$ cat config.mk
export PLATFORM = sky130hd
export DESIGN_NAME = uart_tx
export DESIGN_NICKNAME = d
export VERILOG_FILES = /design/src/rtl/uart_tx.sv
export SDC_FILE = /design/constraint.sdc
export NUM_CORES = 1
export LEC_CHECK = 0
export CORE_MARGIN = 2
export CORE_UTILIZATION = 62
export CTS_CLUSTER_DIAMETER = 30
export CTS_CLUSTER_SIZE = 24
export DETAILED_ROUTE_END_ITERATION = 6
export MAX_ROUTING_LAYER = met4
export PLACE_DENSITY_LB_ADDON = 0.15
export RECOVER_POWER = 100
export SETUP_SLACK_MARGIN = 0.2
export SYNTH_ARGS = -nofsm -noshare
export SYNTH_HDL_FRONTEND = slang
export SYNTH_SLANG_ARGS = --single-unit
$ cat constraint.sdc
create_clock -name clk210_p -period 4 [get_ports clk210_p]
set_clock_uncertainty 0.15 [all_clocks]
set_input_delay 1.2 -clock clk210_p [delete_from_list [all_inputs] [get_ports clk210_p]]
set_output_delay 1.2 -clock clk210_p [all_outputs]
set_load 0.01 [all_outputs]
$ cat src/rtl/uart_tx.sv
// uart_tx: UART transmitter (8N1) with a 32-entry register-based write FIFO.
// The FIFO pushes bytes on fifo_tx_wr_en_p. The engine pops each byte and
// shifts it out LSB-first on tx_p, timed by the shared 16x baud strobe.
// Optional feature: define UART_TX_PARITY_EN to add a parity bit between the
// data and stop bits. Its sense is selected by parity_odd_p.
module uart_tx #(
   parameter int FIFO_AW       = 5,
   parameter int TICKS_PER_BIT = 16
) (
   input  logic               clk210_p,
   input  logic               reset_p,
   input  logic               baud_16_x_p,
   input  logic [7:0]         fifo_tx_din_p,
   input  logic               fifo_tx_wr_en_p,
`ifdef UART_TX_PARITY_EN
   input  logic               parity_odd_p,
`endif
   output logic               fifo_tx_full_p,
   output logic               fifo_tx_empty_p,
   output logic [FIFO_AW:0]   fifo_tx_data_count_p,
   output logic               fifo_tx_overflow_p,
   output logic               tx_busy_p,
   output logic               tx_done_p,
   output logic               tx_p
);

   localparam int DEPTH = 2 ** FIFO_AW;
   localparam int TW    = (TICKS_PER_BIT > 1) ? $clog2(TICKS_PER_BIT) : 1;
   localparam logic [FIFO_AW:0] DEPTH_C    = (FIFO_AW+1)'(DEPTH);
   localparam logic [TW-1:0]    TICK_LAST  = TW'(TICKS_PER_BIT - 1);

`ifdef UART_TX_PARITY_EN
   typedef enum logic [2:0] {
      S_IDLE   = 3'd0,
      S_START  = 3'd1,
      S_DATA   = 3'd2,
      S_STOP   = 3'd3,
      S_PARITY = 3'd4
   } state_t;
`else
   typedef enum logic [2:0] {
      S_IDLE   = 3'd0,
      S_START  = 3'd1,
      S_DATA   = 3'd2,
      S_STOP   = 3'd3
   } state_t;
`endif

   // ---------------------------------------------------------------- FIFO
   logic [7:0]         mem_q [DEPTH];
   logic [FIFO_AW-1:0] wr_ptr_q, rd_ptr_q;
   logic [FIFO_AW:0]   count_q;
   logic               overflow_q;
   logic               full, empty, wr_accept, pop;
   logic [7:0]         head;

   assign full      = (count_q == DEPTH_C);
   assign empty     = (count_q == '0);
   assign wr_accept = fifo_tx_wr_en_p & ~full;
   assign head      = mem_q[rd_ptr_q];

   // Storage array: written on accepted pushes and never reset, because only the pointers matter.
   always_ff @(posedge clk210_p) begin
      if (wr_accept) begin
         mem_q[wr_ptr_q] <= fifo_tx_din_p;
      end
   end

   // Pointer, occupancy and sticky overflow bookkeeping; pointers wrap naturally.
   always_ff @(posedge clk210_p or posedge reset_p) begin
      if (reset_p) begin
         wr_ptr_q   <= '0;
         rd_ptr_q   <= '0;
         count_q    <= '0;
         overflow_q <= 1'b0;
      end else begin
         if (wr_accept) begin
            wr_ptr_q <= wr_ptr_q + 1'b1;
         end
         if (pop) begin
            rd_ptr_q <= rd_ptr_q + 1'b1;
         end
         case ({wr_accept, pop})
            2'b10:   count_q <= count_q + 1'b1;
            2'b01:   count_q <= count_q - 1'b1;
            default: count_q <= count_q;
         endcase
         if (fifo_tx_wr_en_p && full) begin
            overflow_q <= 1'b1;
         end
      end
   end

   // ------------------------------------------------------ transmit engine
   state_t        state_q, state_d;
   logic [7:0]    shift_q, shift_d;
   logic [TW-1:0] tick_q, tick_d;
   logic [2:0]    bit_q, bit_d;
   logic          tx_q, tx_d;
   logic          busy_q, busy_d;
   logic          done_q, done_d;
   logic          bit_end;
   logic          load_par;
`ifdef UART_TX_PARITY_EN
   logic          par_q, par_d;
   assign load_par = (^head) ^ parity_odd_p;
`else
   assign load_par = 1'b0;
`endif

   // A serial bit ends on the baud tick that completes its last tick count.
   assign bit_end = baud_16_x_p && (tick_q == TICK_LAST);

   // State register.
   always_ff @(posedge clk210_p or posedge reset_p) begin
      if (reset_p) begin
         state_q <= S_IDLE;
      end else begin
         state_q <= state_d;
      end
   end

   // Next-state logic: bit states advance only at bit boundaries.
   always_comb begin
      state_d = state_q;
      case (state_q)
         S_IDLE:  if (!empty) state_d = S_START;
         S_START: if (bit_end) state_d = S_DATA;
         S_DATA: begin
            if (bit_end && bit_q == 3'd7) begin
`ifdef UART_TX_PARITY_EN
               state_d = S_PARITY;
`else
               state_d = S_STOP;
`endif
            end
         end
`ifdef UART_TX_PARITY_EN
         S_PARITY: if (bit_end) state_d = S_STOP;
`endif
         S_STOP:  if (bit_end) state_d = empty ? S_IDLE : S_START;
         default: state_d = S_IDLE;
      endcase
   end

   // Output/datapath logic: computes the next line level, so tx_p always comes from a flop.
   always_comb begin
      shift_d = shift_q;
      tick_d  = tick_q;
      bit_d   = bit_q;
      tx_d    = tx_q;
      busy_d  = busy_q;
      done_d  = 1'b0;
      pop     = 1'b0;
`ifdef UART_TX_PARITY_EN
      par_d   = par_q;
`endif
      if (state_q != S_IDLE && baud_16_x_p) begin
         tick_d = bit_end ? '0 : tick_q + 1'b1;
      end
      case (state_q)
         S_IDLE: begin
            if (!empty) begin
               pop     = 1'b1;
               shift_d = head;
               tx_d    = 1'b0;
               busy_d  = 1'b1;
               tick_d  = '0;
`ifdef UART_TX_PARITY_EN
               par_d   = load_par;
`endif
            end
         end
         S_START: begin
            if (bit_end) begin
               tx_d  = shift_q[0];
               bit_d = 3'd0;
            end
         end
         S_DATA: begin
            if (bit_end) begin
               if (bit_q == 3'd7) begin
`ifdef UART_TX_PARITY_EN
                  tx_d = par_q;
`else
                  tx_d = 1'b1;
`endif
               end else begin
                  shift_d = {1'b0, shift_q[7:1]};
                  tx_d    = shift_q[1];
                  bit_d   = bit_q + 1'b1;
               end
            end
         end
`ifdef UART_TX_PARITY_EN
         S_PARITY: begin
            if (bit_end) begin
               tx_d = 1'b1;
            end
         end
`endif
         S_STOP: begin
            if (bit_end) begin
               done_d = 1'b1;
               if (!empty) begin
                  pop     = 1'b1;
                  shift_d = head;
                  tx_d    = 1'b0;
                  tick_d  = '0;
`ifdef UART_TX_PARITY_EN
                  par_d   = load_par;
`endif
               end else begin
                  tx_d   = 1'b1;
                  busy_d = 1'b0;
               end
            end
         end
         default: begin
            tx_d   = 1'b1;
            busy_d = 1'b0;
         end
      endcase
   end

   // Datapath registers; reset forces the line back to idle-high at once.
   always_ff @(posedge clk210_p or posedge reset_p) begin
      if (reset_p) begin
         shift_q <= '0;
         tick_q  <= '0;
         bit_q   <= '0;
         tx_q    <= 1'b1;
         busy_q  <= 1'b0;
         done_q  <= 1'b0;
`ifdef UART_TX_PARITY_EN
         par_q   <= 1'b0;
`endif
      end else begin
         shift_q <= shift_d;
         tick_q  <= tick_d;
         bit_q   <= bit_d;
         tx_q    <= tx_d;
         busy_q  <= busy_d;
         done_q  <= done_d;
`ifdef UART_TX_PARITY_EN
         par_q   <= par_d;
`endif
      end
   end

   // The parity bit is unused in the plain 8N1 build.
   logic unused_ok;
   assign unused_ok = load_par;

   assign fifo_tx_full_p       = full;
   assign fifo_tx_empty_p      = empty;
   assign fifo_tx_data_count_p = count_q;
   assign fifo_tx_overflow_p   = overflow_q;
   assign tx_busy_p            = busy_q;
   assign tx_done_p            = done_q;
   assign tx_p                 = tx_q;

endmodule

==> impl_metrics.ini <==
[floorplan]
ios = 24
rows = 50
start_util = 0.633
die-area_sq_mm = 0.0203
fp.dieH_um = 142
dieWidth_um = 142
core_sq_mm = 0.0188

[timing]
min_period_ns = 3.79
setup_tns_ns = 0
tightest_slew_ns = 1.62
hold_violations = 0
slew_violations = 132
slew-limit-headroom = -0.0823
hold_slack_ns = 0.298
max_freq_mhz = 264
fin_crit_sh = 0.948
setup_viol = 0
rsz0062_at_grt = false

[synth]
yosys_register_bits = 293
yosysMostFrequentCell = edfxtp_1
synth_edf_count = 256
synth_cells = 654
synth_top_area_frac = 0.647
async_flop_share = 0.126
muxShareOfSynthArea = 0.125
synth_area_per_cell_sq_um = 18.2
seq_area_frac_synth = 0.725
synth_compound_area_frac = 0.0553
synth_top_family_by_area = multiplexers
synthSimpleGateAreaFrac = 0.0450
yosys.area.top_type = edfxtp_1
synthesis.nets = 684
syn_area_sq_mm = 0.0119
synthAdderAreaFrac = 0.0196
synth_common_cells = 256 x edfxtp_1, 53 x mux4_2, 43 x nor2_1
synth-xor-area-share = 0.00959
ys_types = 53
synth_warnings = 0
synth_ff_type = edfxtp_1
ys_top_cells_by_area = edfxtp_1 65%, mux4_2 10%, dfrtp_1 7.6%, ha_1 1.8%, mux2i_1 1.8%

[global_routing]
overflow = 0
grt_use_total = 0.277
grt_pass1_wl_um = 39900
antenna_found_initial = 0
grt_pass1_vias = 6647
grt_max_degree = 36

[pwr]
p_comb_frac = 0.230
p_switching_uw = 3170
p_per_area_mw_per_mm2 = 774
irDropWorstVdd_mv = 0.524
clock_power_share = 0.399
p_int_uw = 7810
p_leak_uw = 0.00487
pwr-share-seq = 0.371
swShare = 0.289

[run]
maxCapViolations = 4

[min_path]
hold_path_end = fifo_tx_overflow_p$_DFFE_PP0P_
hold_path_depth = 1
hold_path.class = flip-flop to flip-flop
hold_start = fifo_tx_overflow_p$_DFFE_PP0P_

[routing]
wl_met3_um = 1980
dr_total_vias = 6567
final_antenna_net_count = 0
avgViaCountPerCell = 6.46
routed.top_layer = met4
drcViolationCount = 0
wire_per_inst_um = 25.4
wl_um = 25800
first_pass_iters = 6
met2_wirelength_um = 12800
wirelength_met1_um = 10200
first_iter_violations = 763

[place]
place.gp.congestion = 0.882
io_buffer_count = 23
dp_hpwl_um = 15100

[layout]
final_layout_size_suffix_gt1_frac = 0.192
multi_input_area_sq_mm = 0.00301
register_area_sq_mm = 0.00862
area_delta_synth_final_pct = 19.4
diodes = 0
fin_nets = 774
n_fill_cell = 1070

[setup_path]
start_kind = flip-flop
path_cells = nor4_1, nand3_1, inv_2, clkdlybuf4s50_1
r2r.worst_path.cells = 5
required_ns = 2.65
crit_arrival_ns = 2.44
slowest_delay_ns = 0.55
end_kind = output port
critPathMaxFanout = 6
regToRegSetupSlack_ns = 0.59
timing.rr.start = rd_ptr_q[0]$_DFFE_PP0P_
crit_type = flip-flop to output port
rr_endpoint = shift_q[1]$_DFFE_PP0P_
crit_path_top_delay_cell = clkdlybuf4s50_1

[clock_tree]
cts_hold_buf = 0
tritoncts = built
htreeDepth = 2
cts.clk_slew.worst_paths_ns = 0.05
clockBufferDepth = 3
worstSkewPairLatency_ns = 0.52
cts-root-buf = clkbuf_16
clock_sinks = 293
numCtsBuffers = 49

[outcome]
violations = max-capacitance violations, max-slew violations
status = complete, but fails checks
-- critical path, delay by kind of cell (launching register included) --
kind / cells / cell delay (ns)
flip-flops: 1 / 0.42
AND/OR/NAND/NOR: 2 / 0.77
buffers and inverters: 2 / 0.73
-- what timing repair did --
action	in CTS	in global routing
endpoints found under the setup margin	1	1
gates resized for setup	1	1
buffers inserted	0	0
-- routing by layer --
| layer | global-route usage | vias up |
|---|---|---|
| met2 | 0.437 | 331 |
| met5 | - | - |
| met3 | 0.0434 | 57 |
| met4 | 0.0954 | 0 |
| li1 | - | 2825 |
| met1 | 0.377 | 3354 |
-- kinds of logic after synthesis --
logic type	after synthesis
flops	293
simple gates	113
compound gates	92
mux	78
buf+inv	47
fa+ha+maj	18
xor+xnor	13
-- cell type report --
type,count,area share
clock buffers,55,0.0902
clock inverters,34,0.0331
inverters,15,0.00397
multi-input cells,314,0.212
flip-flops and latches,293,0.608
well taps,234,0.0207
repair buffers,71,0.0318
-- worst max-delay path by stage --
stage	from	endpoint	slack (ns)	cells past startpoint
finish	fifo_tx_data_count_p[1]$_DFFE_PP0P_	fifo_tx_empty_p	0.21	4
global route	fifo_tx_data_count_p[1]$_DFFE_PP0P_	fifo_tx_empty_p	0.11	4
CTS	fifo_tx_data_count_p[1]$_DFFE_PP0P_	fifo_tx_empty_p	0.23	4
detailed placement	baud_16_x_p	fifo_tx_data_count_p[5]$_DFFE_PP0P_	0.04	11
global placement	baud_16_x_p	fifo_tx_data_count_p[5]$_DFFE_PP0P_	0.14	11
floorplan	baud_16_x_p	fifo_tx_data_count_p[5]$_DFFE_PP0P_	0.62	10
-- power groups by stage --
stage	sequential (uW)	combinational [uW]	clock, uW
6_report	4070	2530	4380
4_1_cts	4070	2570	4420
3_3_place_gp	4090	2430	0
2_1_floorplan	3840	2040	0
3_5_place_dp	4120	2520	0
5_1_grt	4110	2720	4570
-- placed cells by master (no fill, tap or decap), drive strengths merged, types with 5 or more instances in the layout --
master	instances
ha	17
nand3	5
a311oi	6
a221o	6
edfxtp	256
mux4	55
a21o	5
a211oi	9
o21ai	15
dfrtp	36
clkinv	10
nor3	6
o221ai	8
inv	22
nor2b	5
mux2i	21
bufinv	10
a21oi	16
clkinvlp	7
a22o	6
nor2	43
dlygate4sd3	21
nand2	31
a22oi	11
xnor2	9
clkbuf	99
-- metrics by stage --
| stage | cell area (sq um) | worst slack (ns) | util | total power [uW] | cells |
|---|---|---|---|---|---|
| 6_report | 14200 | 0.208 | 0.755 | 11000 | 1016 |
| 5_1_grt | 14200 | 0.105 | 0.755 | 11400 | 1016 |
| 4_1_cts | 14400 | 0.226 | 0.765 | 11100 | 1016 |
| 3_5_place_dp | 12600 | 0.0446 | 0.671 | 6630 | 927 |
| 3_3_place_gp | 12600 | 0.138 | 0.671 | 6530 | 927 |
| 2_1_floorplan | 11900 | 0.622 | - | 5890 | 654 |
-- sequential cells by signal (all words and copies together) (netlist names) --
name / cells
fifo_tx_overflow_p: 1
shift_q: 8
rd_ptr_q: 5
bit_q: 3
wr_ptr_q: 5
tx_busy_p: 1
tx_done_p: 1
tick_q: 4
state_q: 2
mem_q: 256
fifo_tx_data_count_p: 6
tx_p: 1
Note: power is estimated with default switching activity, not from simulation.
==> variant: new RTL, same settings <==
Set the parameter `FIFO_AW` to 4 (it was 5).
--- a/src/rtl/uart_tx.sv
+++ b/src/rtl/uart_tx.sv
@@ -4,7 +4,7 @@
 // Optional feature: define UART_TX_PARITY_EN to add a parity bit between the
 // data and stop bits. Its sense is selected by parity_odd_p.
 module uart_tx #(
-   parameter int FIFO_AW       = 5,
+   parameter int FIFO_AW       = 4,
    parameter int TICKS_PER_BIT = 16
 ) (
    input  logic               clk210_p,
Interface: changed (resized fifo_tx_data_count_p); port bits go from 24 to 23. The function was not compared with the original's and may differ.
==> variant against the unedited design <==
- area after synthesis decreased by 42%
- first-iteration DRC count fell by 42%
- die area decreased by 41%
- sequential cell count shrank 131
- worst hold slack improved by 0.026 ns
- non-clock buffer count decreased by 24
- total power shrank 47%
- sequential share of layout area shrank 0.72 points
- cell count shrank 38%
- cell area is 45% lower
- setup slack better by 0.057 ns
- global-route usage down 2.7 points
- wire length is 50% lower
==> variant: results (changes against the unedited design) <==
Status
  – Status: finished, final reports clean

Synth
  – Number of synthesized flops with an enable pin: 128 (-50%)
  – Ys async rst share: 21.0% (+8.4 points)
  – Yosys synthesis warning count: 0 (unchanged)
  – Top cells by area, synth: edfxtp_1 (56%), dfrtp_1 (12%), mux4_2 (6.3%)
  – Syn Nets: 466 (-32%)
  – Distinct cells, synth: 49 (-7.5%)
  – Register area share after synthesis: 68.6% (-3.9 points)
  – Synth top cells by count: edfxtp_1 (128), dfrtp_1 (33), nor2_1 (31), nand2_1 (30), mux2i_1 (29)

GRT
  – Initial antenna violation count: 0 (unchanged)
  – First-pass GRT wire length: 20.4 mm (-49%)
  – Total track usage: 25.0% (-2.7 points)
  – Largest net degree at the start of global routing: 28 (-22%)
  – Vias in the first global route: 3713 (-44%)

Detailed routing
  – WL met1: 5.68 mm (-44%)
  – Vias/cell: 6.09 (-5.8%)
  – Met2 routed wirelength: 6.50 mm (-49%)
  – Routed wire per std cell: 20.5 um (-19%)
  – DRT iter0 DRCs: 441 (-42%)
  – Met3 WL: 639 um (-68%)
  – Max layer used: met4
  – Initial DRT Pass Iterations: 6 (unchanged)

Worst setup path
  – CP Max Fanout: 9 (+3)
  – FF-to-FF setup slack: 0.99 ns (+0.40 ns)
  – Critical Path Source: fifo_tx_data_count_p[1]
  – Reg-to-reg endpoint: fifo_tx_data_count_p[4]
  – Critical path's slowest cell: dlygate4sd3_1
  – Largest stage delay, worst path: 0.62 ns (+0.07 ns)
  – Worst R2R Path Depth: 12 (+7)

Worst hold path
  – WHS Path Cells: 1 (unchanged)
  – HP Class: reg2reg
  – WHS Endpoint: fifo_tx_overflow_p
  – Hold_sp: fifo_tx_overflow_p

Clocking
  – Root Buffer: clkbuf_8
  – # Post-CTS Setup Buffers: 0 (unchanged)
  – Hold Buf Count CTS: 0 (unchanged)
  – Clock network latency to the later pin of the worst-skew pair: 0.54 ns (+0.02 ns)
  – CTS buffer count: 17 (-65%)
  – Max Root-Sink Buffers: 2 (-1)
  – CTS resizes: 0 (-1)
  – Reg clk slew, reported paths: 0.06 ns
  – H-tree levels: 4 (+2)

Layout
  – Final nets: 509 (-34%)
  – Fillers: 726 (-32%)
  – Antenna cells: 0 (unchanged)
  – Reg with most FFs: mem_q
  – Max FFs per register: 128 (-50%)
  – Share of post-route cells with drive strength above 1: 13.2% (-6.0 points)

Power
  – Leak: 2.87 nW (-41%)
  – Peak supply drop: 0.484 mV (-7.6%)

Placed design
  – # port buffers: 22 (-4.3%)
  – Routability-driven placement congestion ratio: 0.836 (-5.2%)
  – Detailed Place HPWL: 8.48 mm (-44%)
  – Post-DP Area: 0.00731 sq mm (-42%)

STA
  – Worst slew pin tran: 0.911 ns (-0.712 ns)
## variant: final cells by class
type                       count  area (sq um)  area share, %
tap                          140           175           2.24
timing repair buffer          47           329           4.21
clock inverter                15           179           2.29
multi-input combinational    243          1990           25.4
clock buffer                  17           414           5.30
inverter                      10          37.5          0.480
sequential                   162          4700           60.1
## variant: cells by family (layout without fill, tap and decap cells)
family,count (synthesis),in the layout,synth area share [%]
simple gates,94,94,6.38
xor+xnor,14,14,1.79
mux,53,53,11.3
compound gates,66,66,6.64
fa+ha+maj,16,16,2.93
flops,162,162,68.6
buf+inv,33,89,2.32
## variant: worst max path at each step
stage	depth (start not counted)	end
4_1_cts	3	fifo_tx_empty_p
5_1_grt	3	fifo_tx_empty_p
6_report	3	fifo_tx_empty_p
2_1_floorplan	12	fifo_tx_data_count_p[4]
3_5_place_dp	12	fifo_tx_data_count_p[4]
3_3_place_gp	11	fifo_tx_data_count_p[4]
## variant: power breakdown
part           internal, mW  switching, mW
clock                 0.957          0.664
sequential             2.11          0.246
combinational         0.849           1.04
total                  3.92           1.95
## variant: metal layers
| layer | GRT usage [%] | vias to the layer above |
|---|---|---|
| met4 | 8.70 | 0 |
| met5 | - | - |
| met2 | 37.4 | 118 |
| met3 | 6.58 | 18 |
| met1 | 33.7 | 1958 |
| li1 | - | 1767 |
## variant: critical path: cells and delay by family (launching register included)
family	cells	cell delay (ns)
flops	1	0.48
buf+inv	1	0.62
simple gates	2	0.74
## variant: metrics by stage
stage | hold slack, ns | std cells | worst slack [ns]
global route | 0.347 | 634 | 0.192
floorplan | 0.327 | 438 | 0.325
CTS | 0.335 | 634 | 0.291
global placement | 0.291 | 602 | 0.280
detailed placement | 0.321 | 602 | 0.189
finish | 0.323 | 634 | 0.266
